[src/rtl/rca8_word_sched.sv]
// Round-robin two-requester scheduler over one shared 8-bit ripple-carry slice, LSB byte first.
// Result valid WORDS cycles after accept; req*_ready stays low until the response is taken.

module rca8 (
   input  logic [7:0] a,
   input  logic [7:0] b,
   input  logic       cin,
   output logic [7:0] sum,
   output logic       cout
);
   logic [8:0] c;

   always_comb begin
      c    = '0;
      sum  = '0;
      c[0] = cin;
      for (int i = 0; i < 8; i++) begin
         sum[i]   = a[i] ^ b[i] ^ c[i];
         c[i + 1] = (a[i] & b[i]) | (c[i] & (a[i] ^ b[i]));
      end
      cout = c[8];
   end
endmodule

module rca8_word_sched #(
   parameter  int WORDS = 4,
   localparam int W     = 8 * WORDS
) (
   input  logic         clk,
   input  logic         rst,
   input  logic         req0_valid,
   output logic         req0_ready,
   input  logic [W-1:0] req0_a,
   input  logic [W-1:0] req0_b,
   input  logic         req0_cin,
   input  logic         req1_valid,
   output logic         req1_ready,
   input  logic [W-1:0] req1_a,
   input  logic [W-1:0] req1_b,
   input  logic         req1_cin,
   output logic         resp_valid,
   input  logic         resp_ready,
   output logic [W-1:0] resp_sum,
   output logic         resp_cout,
   output logic         resp_id
);
   localparam int            KW     = (WORDS > 1) ? $clog2(WORDS) : 1;
   localparam logic [KW-1:0] K_LAST = KW'(WORDS - 1);

   typedef enum logic [1:0] {IDLE, ADD, DONE} state_t;

   state_t                 state, state_nxt;
   logic                   last;
   logic [KW-1:0]          k;
   logic                   carry;
   logic [WORDS-1:0][7:0]  a_reg, b_reg, sum_reg;
   logic                   grant0, grant1, accept;
   logic [7:0]             slice_sum;
   logic                   slice_cout;

   rca8 u_slice (
      .a    (a_reg[k]),
      .b    (b_reg[k]),
      .cin  (carry),
      .sum  (slice_sum),
      .cout (slice_cout)
   );

   // On a tie the requester not granted last time wins.
   always_comb begin
      state_nxt = state;
      grant0    = 1'b0;
      grant1    = 1'b0;
      case (state)
         IDLE: begin
            if (!rst) begin
               grant0 = req0_valid && (!req1_valid || last);
               grant1 = req1_valid && (!req0_valid || !last);
               if (grant0 || grant1) state_nxt = ADD;
            end
         end
         ADD:     if (k == K_LAST) state_nxt = DONE;
         DONE:    if (resp_ready)  state_nxt = IDLE;
         default: state_nxt = IDLE;
      endcase
   end

   assign req0_ready = grant0;
   assign req1_ready = grant1;
   assign accept     = grant0 | grant1;
   assign resp_valid = (state == DONE);
   assign resp_sum   = sum_reg;

   always_ff @(posedge clk) begin
      if (rst) begin
         state     <= IDLE;
         last      <= 1'b1;
         k         <= '0;
         carry     <= 1'b0;
         a_reg     <= '0;
         b_reg     <= '0;
         sum_reg   <= '0;
         resp_cout <= 1'b0;
         resp_id   <= 1'b0;
      end else begin
         state <= state_nxt;
         if (accept) begin
            a_reg   <= grant1 ? req1_a   : req0_a;
            b_reg   <= grant1 ? req1_b   : req0_b;
            carry   <= grant1 ? req1_cin : req0_cin;
            resp_id <= grant1;
            last    <= grant1;
            k       <= '0;
         end
         if (state == ADD) begin
            sum_reg[k] <= slice_sum;
            carry      <= slice_cout;
            k          <= k + 1'b1;
            if (k == K_LAST) resp_cout <= slice_cout;
         end
      end
   end
endmodule

[config.mk]
export PLATFORM = sky130hd
export DESIGN_NAME = rca8_word_sched
export DESIGN_NICKNAME = d
export VERILOG_FILES = /design/src/rtl/rca8_word_sched.sv
export SDC_FILE = /design/constraint.sdc
export NUM_CORES = 1
export LEC_CHECK = 0
export ABC_AREA = 0
export BUFFER_PORTS_ARGS = -buffer_cell sky130_fd_sc_hd__buf_2
export CAP_MARGIN = 20
export CORE_ASPECT_RATIO = 1.1
export CORE_UTILIZATION = 30
export DETAILED_ROUTE_END_ITERATION = 8
export GPL_TIMING_DRIVEN = 0
export PLACE_DENSITY = 0.56
export SKIP_CTS_REPAIR_TIMING = 1
export SLEW_MARGIN = 10
export SYNTH_ARGS = -nofsm -noshare
export SYNTH_HDL_FRONTEND = slang
export SYNTH_SLANG_ARGS = --single-unit
[constraint.sdc]
create_clock -name clk -period 13.4 [get_ports clk]
set_input_delay 2.68 -clock clk [delete_from_list [all_inputs] [get_ports clk]]
set_output_delay 2.68 -clock clk [all_outputs]
set_load 0.01 [all_outputs]
==> run_results.csv, run 1 <==
group,metric,value,unit
outcome,status,"completed",
global_routing,grt_pass1_vias,5595,
die,pin_count,172,
setup_path,critical_path_arrival,4.67,ns
placed_design,post_dp_cell_area,6610,um2
synthesis,synth_top_area_frac,0.381,
die,die_y,143,um
sta,worstMarginPinSlew,0.801,ns
synthesis,ys_types,29,
cts,path_clk_slew,0.07,ns
routing,wl_per_cell,19.3,um
setup_path,worstPathCellList,"buf_2, or3_1, clkbuf_1, clkbuf_1, clkbuf_1, nor3_1, buf_2",
synthesis,yosysSeqAreaShare,0.381,
cts,cts_tree,"built",
synthesis,synthTopCellsByArea,"dfxtp_1 (38%), a311oi_1 (10%), o31ai_1 (8.8%)",
flow_run,maxCapViolations,0,
synthesis,yosysWarnings,0,
synthesis,synthArstFlopShare,0,
die,initial_utilization,0.308,
setup_path,crit_fanout,10,
routing,vias_per_cell,5.48,
synthesis,syn_inst,614,
die,die_w,131,um
setup_path,setup.worst_path.class,"primary input to output pin",
global_routing,grt_pass1_wl,31100,um
power,p_leak,2.47,nW
placed_design,post-place-ws,6.07,ns
sta,hold_viol_final,0,
finish,fin_nets,942,
setup_path,cp_slowest_stage_delay,0.56,ns
setup_path,cp_slowest_cell,"clkbuf_1",
setup_path,worst_setup_path_start_kind,"primary input",
sta,setup-tns-final,0,ns
setup_path,required,10.72,ns
routing,drt_wl_total,20100,um
routing,detail-route-antenna-nets,0,
die,dieArea,18700,um2
placed_design,io_buffers,170,
placed_design,dp_hpwl,15300,um
power,pwr_density_cell,110,nW/um2
cts,cts_buffer_depth,2,
cts,cts_buffers,9,
global_routing,grt_overflow,0,
synthesis,ys_ff_latch,104,
finish,stdcell_area,6910,um2
placed_design,placed_cells,1022,
routing,drc_errors,0,
setup_path,worstPathBufferInverterCount,5,
synthesis,syn_nets,761,
synthesis,synth_top_area_cell,"dfxtp_1",
routing,vias,5690,
die,row_count,51,
sta,rsz0062_at_grt,"no",
synthesis,synth_most_common_cell,"dfxtp_1",
sta,fin_skew,0.0112,ns
cts,htreeDepth,3,
sta,setup_violations,0,
sta,min_period,7.35,ns
cts,cts_sinks,104,
finish,final_cells,1038,
setup_path,cp-end-kind,"output pin",
cts,clock_latency,0.36,ns
sta,fmax,0.136,GHz
synthesis,avgSynthCellArea,8.89,um2
global_routing,grt_max_degree,19,
setup_path,cp_top_family,"buffers and inverters",
synthesis,synth-main-ff-cell,"dfxtp_1",
finish,num_antenna_cells,0,
global_routing,track_usage,0.222,
synthesis,synth.top_cells.by_count,"dfxtp_1 (104), clkbuf_1 (79), nor3_1 (69)",
sta,drv_slew,0,
synthesis,synth_edf_count,0,
finish,drive_gt1_frac,0.264,
placed_design,routabilityCongestion,0.871,
die,core_area,17700,um2
sta,relSlewSlack,0.466,
setup_path,crit_path_frequent_cell,"clkbuf_1",
cts,clock-root-buffer,"clkbuf_16",
finish,area_growth,26.6,%
power,vdd_drop_max,0.0000658,V
sta,fin_ws,6.05,ns
worst_hold_path,hp-class,"flip-flop to flip-flop",
synthesis,syn_area,5460,um2
global_routing,antenna_found_initial,0,
routing,dr.first_iter.drc_count,468,
sta,period_share,0.548,
routing,dr.pass1.iters,5,
## report_power, final
| group | switching (W) | internal, W |
|---|---|---|
| logic | 0.0000872 | 0.0000569 |
| registers | 0.0000127 | 0.000328 |
| clock network | 0.000132 | 0.000147 |
## cell families after synthesis
group | count (synthesis) | synth area share
AOI/OAI and AO/OA | 171 | 0.236
and+or+nand+nor | 212 | 0.202
adders and majority gates | 12 | 0.0385
muxes | 17 | 0.0679
buffers and inverters | 98 | 0.0736
DFF | 104 | 0.381
## layout by cell type, fill, tap and decap left out, drive strengths merged
master | synthesis | layout
a2111oi | 1 | 1
a211oi | 9 | 9
a21bo | 1 | 1
a21oi | 26 | 26
a311oi | 64 | 64
and3b | 4 | 4
buf | 8 | 178
bufinv | 0 | 1
clkbuf | 79 | 88
clkinvlp | 0 | 4
dfxtp | 104 | 104
fa | 8 | 8
ha | 4 | 4
inv | 11 | 13
mux2i | 1 | 1
mux4 | 16 | 16
nand2 | 50 | 50
nand2b | 3 | 3
nand3b | 5 | 5
nand4 | 64 | 64
nor2 | 11 | 11
nor2b | 4 | 4
nor3 | 69 | 69
o211ai | 1 | 1
o21ai | 5 | 5
o31ai | 64 | 64
or2 | 1 | 1
or3 | 1 | 1
## worst min-delay path, stage by stage (launching register included)
cell,delay (ns)
dfxtp_1,0.31
nand2_1,0.05
a21oi_1,0.05
## metal layers
metal | part of all wire | global-route usage
met1 | 0.44 | 0.293
met2 | 0.46 | 0.350
met3 | 0.062 | 0.0350
met4 | 0.037 | 0.112
met5 | 0 | 0
## stage by stage
step,util,power (W),hold WS (ns)
6_report,0.390,0.000763,0.451
3_5_place_dp,0.372,0.000491,0.444
4_1_cts,0.390,0.000764,0.454
5_1_grt,0.390,0.000796,0.471
3_3_place_gp,0.372,0.000491,0.441
2_1_floorplan,-,0.000428,0.469
## worst paths after layout
kind,slack [ns],from,end,cells past startpoint
worst min register to register,0.45,resp_sum[12]$_SDFFE_PP0P_,resp_sum[12]$_SDFFE_PP0P_,2
worst max register to register,7.96,k[1]$_SDFFE_PP0P_,resp_sum[7]$_SDFFE_PP0P_,15
worst min-delay path,0.45,resp_sum[12]$_SDFFE_PP0P_,resp_sum[12]$_SDFFE_PP0P_,2
worst max-delay path,6.05,rst,req0_ready,7
## area by class of cell
class | instances | area [um2]
clock buffers | 9 | 225
multi-input cells | 412 | 2970
flip-flops and latches | 104 | 2080
plain buffers | 87 | 360
well taps | 238 | 298
inverters | 11 | 41.3
repair buffers | 170 | 851
clock inverters | 7 | 80.1
fillers | 1889 | 10800
No activity file was read; power rests on OpenSTA's default activity.
==> run 2: changes to the inputs <==
--- a/config.mk
+++ b/config.mk
@@ -5,14 +5,14 @@
 export SDC_FILE = /design/constraint.sdc
 export NUM_CORES = 1
 export LEC_CHECK = 0
-export ABC_AREA = 0
+export ABC_AREA = 1
 export BUFFER_PORTS_ARGS = -buffer_cell sky130_fd_sc_hd__buf_2
 export CAP_MARGIN = 20
 export CORE_ASPECT_RATIO = 1.1
 export CORE_UTILIZATION = 30
 export DETAILED_ROUTE_END_ITERATION = 8
 export GPL_TIMING_DRIVEN = 0
-export PLACE_DENSITY = 0.56
+export PLACE_DENSITY = 0.58
 export SKIP_CTS_REPAIR_TIMING = 1
 export SLEW_MARGIN = 10
 export SYNTH_ARGS = -nofsm -noshare
==> constraint.sdc (replaced) <==
create_clock -name clk -period 6.2 [get_ports clk]
set_input_delay 1.24 -clock clk [delete_from_list [all_inputs] [get_ports clk]]
set_output_delay 1.24 -clock clk [all_outputs]
set_load 0.01 [all_outputs]
==> run_results.csv, run 2 <==
group,metric,value,unit
finish,drive_gt1_frac,0.257,
placed_design,io_buffers,170,
finish,area_growth,26.7,%
synthesis,ys_types,28,
routing,wl_per_cell,14.1,um
power,pwr_density_cell,240,nW/um2
sta,fmax,0.196,GHz
die,die_y,142,um
power,p_leak,2.91,nW
finish,fin_nets,1054,
synthesis,synthTopCellsByArea,"dfxtp_1 (39%), nand2_1 (13%), a21oi_1 (9.8%)",
die,dieArea,18300,um2
setup_path,critical_path_arrival,5.39,ns
cts,cts_tree,"built",
routing,drt_wl_total,16200,um
sta,drv_slew,0,
die,pin_count,172,
cts,clock_latency,0.35,ns
worst_hold_path,hp-class,"flip-flop to flip-flop",
setup_path,required,6.48,ns
die,core_area,17200,um2
finish,layout_common_cells,"nand2_1 (188), buf_2 (179), a21oi_1 (104), dfxtp_1 (104), inv_1 (78)",
synthesis,synth_most_common_cell,"nand2_1",
sta,fin_ws,1.09,ns
synthesis,synth.top_cells.by_count,"nand2_1 (188), a21oi_1 (104), dfxtp_1 (104)",
outcome,status,"completed",
placed_design,routabilityCongestion,0.857,
worst_hold_path,min_path_cells,2,
setup_path,cp-end-kind,"flip-flop",
synthesis,synthArstFlopShare,0,
placed_design,dp_hpwl,12800,um
sta,setup_violations,0,
setup_path,worstPathCellList,"clkbuf_1, inv_1, clkbuf_1, o21ai_0, o22ai_1, fa_1, inv_1, fa_1, inv_1, fa_1, fa_1, fa_1, fa_1, fa_1, inv_1, fa_1, inv_1, nand3_1, a21oi_1",
synthesis,synth_top_area_cell,"dfxtp_1",
global_routing,grt_overflow,0,
cts,path_clk_slew,0.07,ns
sta,hold_viol_final,0,
setup_path,worst_setup_path_start_kind,"flip-flop",
synthesis,avgSynthCellArea,7.33,um2
synthesis,synth_edf_count,0,
global_routing,grt_pass1_wl,25700,um
flow_run,maxCapViolations,0,
finish,fillers,1891,
sta,fin_skew,0.00915,ns
routing,drc_errors,0,
synthesis,syn_inst,726,
routing,vias,5421,
setup_path,setup.worst_path.class,"flip-flop to flip-flop",
setup_path,worst-path-stages,19,
cts,cts_sinks,104,
synthesis,syn_area,5320,um2
routing,vias_per_cell,4.73,
power,vdd_drop_max,0.000129,V
setup_path,worstPathBufferInverterCount,7,
cts,cts_buffer_depth,2,
finish,finalCoreUtilization,0.392,
synthesis,synth-main-ff-cell,"dfxtp_1",
synthesis,syn_nets,873,
setup_path,cp_slowest_stage_delay,0.41,ns
setup_path,cp_slowest_cell,"fa_1",
sta,relSlewSlack,0.631,
routing,detail-route-antenna-nets,0,
die,die_w,129,um
setup_path,ff2ff_path_depth,19,
routing,dr.first_iter.drc_count,337,
die,row_count,50,
power,power,0.00162,W
sta,period_share,0.825,
finish,num_antenna_cells,0,
sta,setup-tns-final,0,ns
sta,rsz0062_at_grt,"no",
global_routing,grt_max_degree,17,
finish,layout_commonest_cell,"nand2_1",
setup_path,crit_fanout,10,
die,initial_utilization,0.309,
placed_design,post-place-ws,1.13,ns
sta,worstMarginPinSlew,0.553,ns
global_routing,antenna_found_initial,0,
setup_path,crit_path_frequent_cell,"fa_1",
routing,dr.pass1.iters,5,
setup_path,cp_top_family,"adder cells",
cts,htreeDepth,3,
synthesis,ys_ff_latch,104,
cts,cts_buffers,9,
sta,min_period,5.11,ns
global_routing,track_usage,0.182,
synthesis,synth_top_area_frac,0.391,
global_routing,grt_pass1_vias,4969,
cts,clock-root-buffer,"clkbuf_16",
synthesis,yosysSeqAreaShare,0.391,
synthesis,yosysWarnings,0,
run 2: cell types whose count changed in the layout (fill, tap and decap cells not counted), sizes merged, moves of 23 or more:
| cell | delta |
|---|---|
| o211ai | +64 |
| clkbuf | -50 |
| inv | +69 |
| nand4 | -64 |
| o31ai | -64 |
| nand2 | +140 |
| nand3 | +38 |
| a311oi | -64 |
| nor3 | -69 |
| a21oi | +79 |
| buf | +23 |
run 2: final timing paths:
check	slack (ns)	end	from
worst min register to register	0.46	resp_sum[21]$_SDFFE_PP0P_	resp_sum[21]$_SDFFE_PP0P_
worst min-delay path	0.46	resp_sum[21]$_SDFFE_PP0P_	resp_sum[21]$_SDFFE_PP0P_
worst max register to register	1.09	resp_sum[7]$_SDFFE_PP0P_	k[0]$_SDFFE_PP0P_
worst max-delay path	1.09	resp_sum[7]$_SDFFE_PP0P_	k[0]$_SDFFE_PP0P_
run 2: metrics by stage:
step                      instance area [um2]  hold slack [ns]  std cells
after global placement                   6460            0.448       1130
after CTS                                6740            0.460       1146
after global routing                     6740            0.481       1146
after floorplan                          5320            0.440        726
final                                    6740            0.460       1146
after detailed placement                 6460            0.449       1130
run 2: tightest hold or removal path: stages, from the launching register on:
cell	delay, ns
dfxtp_1	0.31
nand2_1	0.06
a21oi_1	0.05
run 2: cell type report:
| class | count | area (um2) | area share |
|---|---|---|---|
| clock buffer | 12 | 246 | 0.0366 |
| sequential | 104 | 2080 | 0.309 |
| clock inverter | 4 | 28.8 | 0.00427 |
| multi-input combinational | 484 | 2600 | 0.385 |
| tap | 234 | 293 | 0.0435 |
| inverter | 81 | 307 | 0.0455 |
| buffer | 57 | 334 | 0.0496 |
| timing repair buffer | 170 | 851 | 0.126 |
run 2: logic make-up (layout without fill, tap and decap cells):
group                    Yosys count  in the layout  synth area share
flip-flops                       104            104             0.391
buffers and inverters            138            324             0.120
adder cells (fa/ha/maj)           12             12            0.0395
AND/OR/NAND/NOR                  258            258             0.199
AO/OA/AOI/OAI                    214            214             0.249
run 2: where the power goes:
| part | switching [W] | total (W) | internal (W) | leakage (nW) |
|---|---|---|---|---|
| clock | 0.000249 | 0.000533 | 0.000285 | 0.129 |
| sequential | 0.0000248 | 0.000731 | 0.000706 | 0.846 |
| combinational | 0.000215 | 0.000351 | 0.000136 | 1.93 |
run 2: layer usage:
metal | up-vias | part of all wire | wire length, um | GRT usage
li1 | 2781 | - | - | -
met1 | 2447 | 0.47 | 7640 | 0.249
met2 | 172 | 0.46 | 7370 | 0.292
met3 | 21 | 0.052 | 839 | 0.0290
met4 | 0 | 0.021 | 334 | 0.0594
met5 | - | 0 | 0 | 0
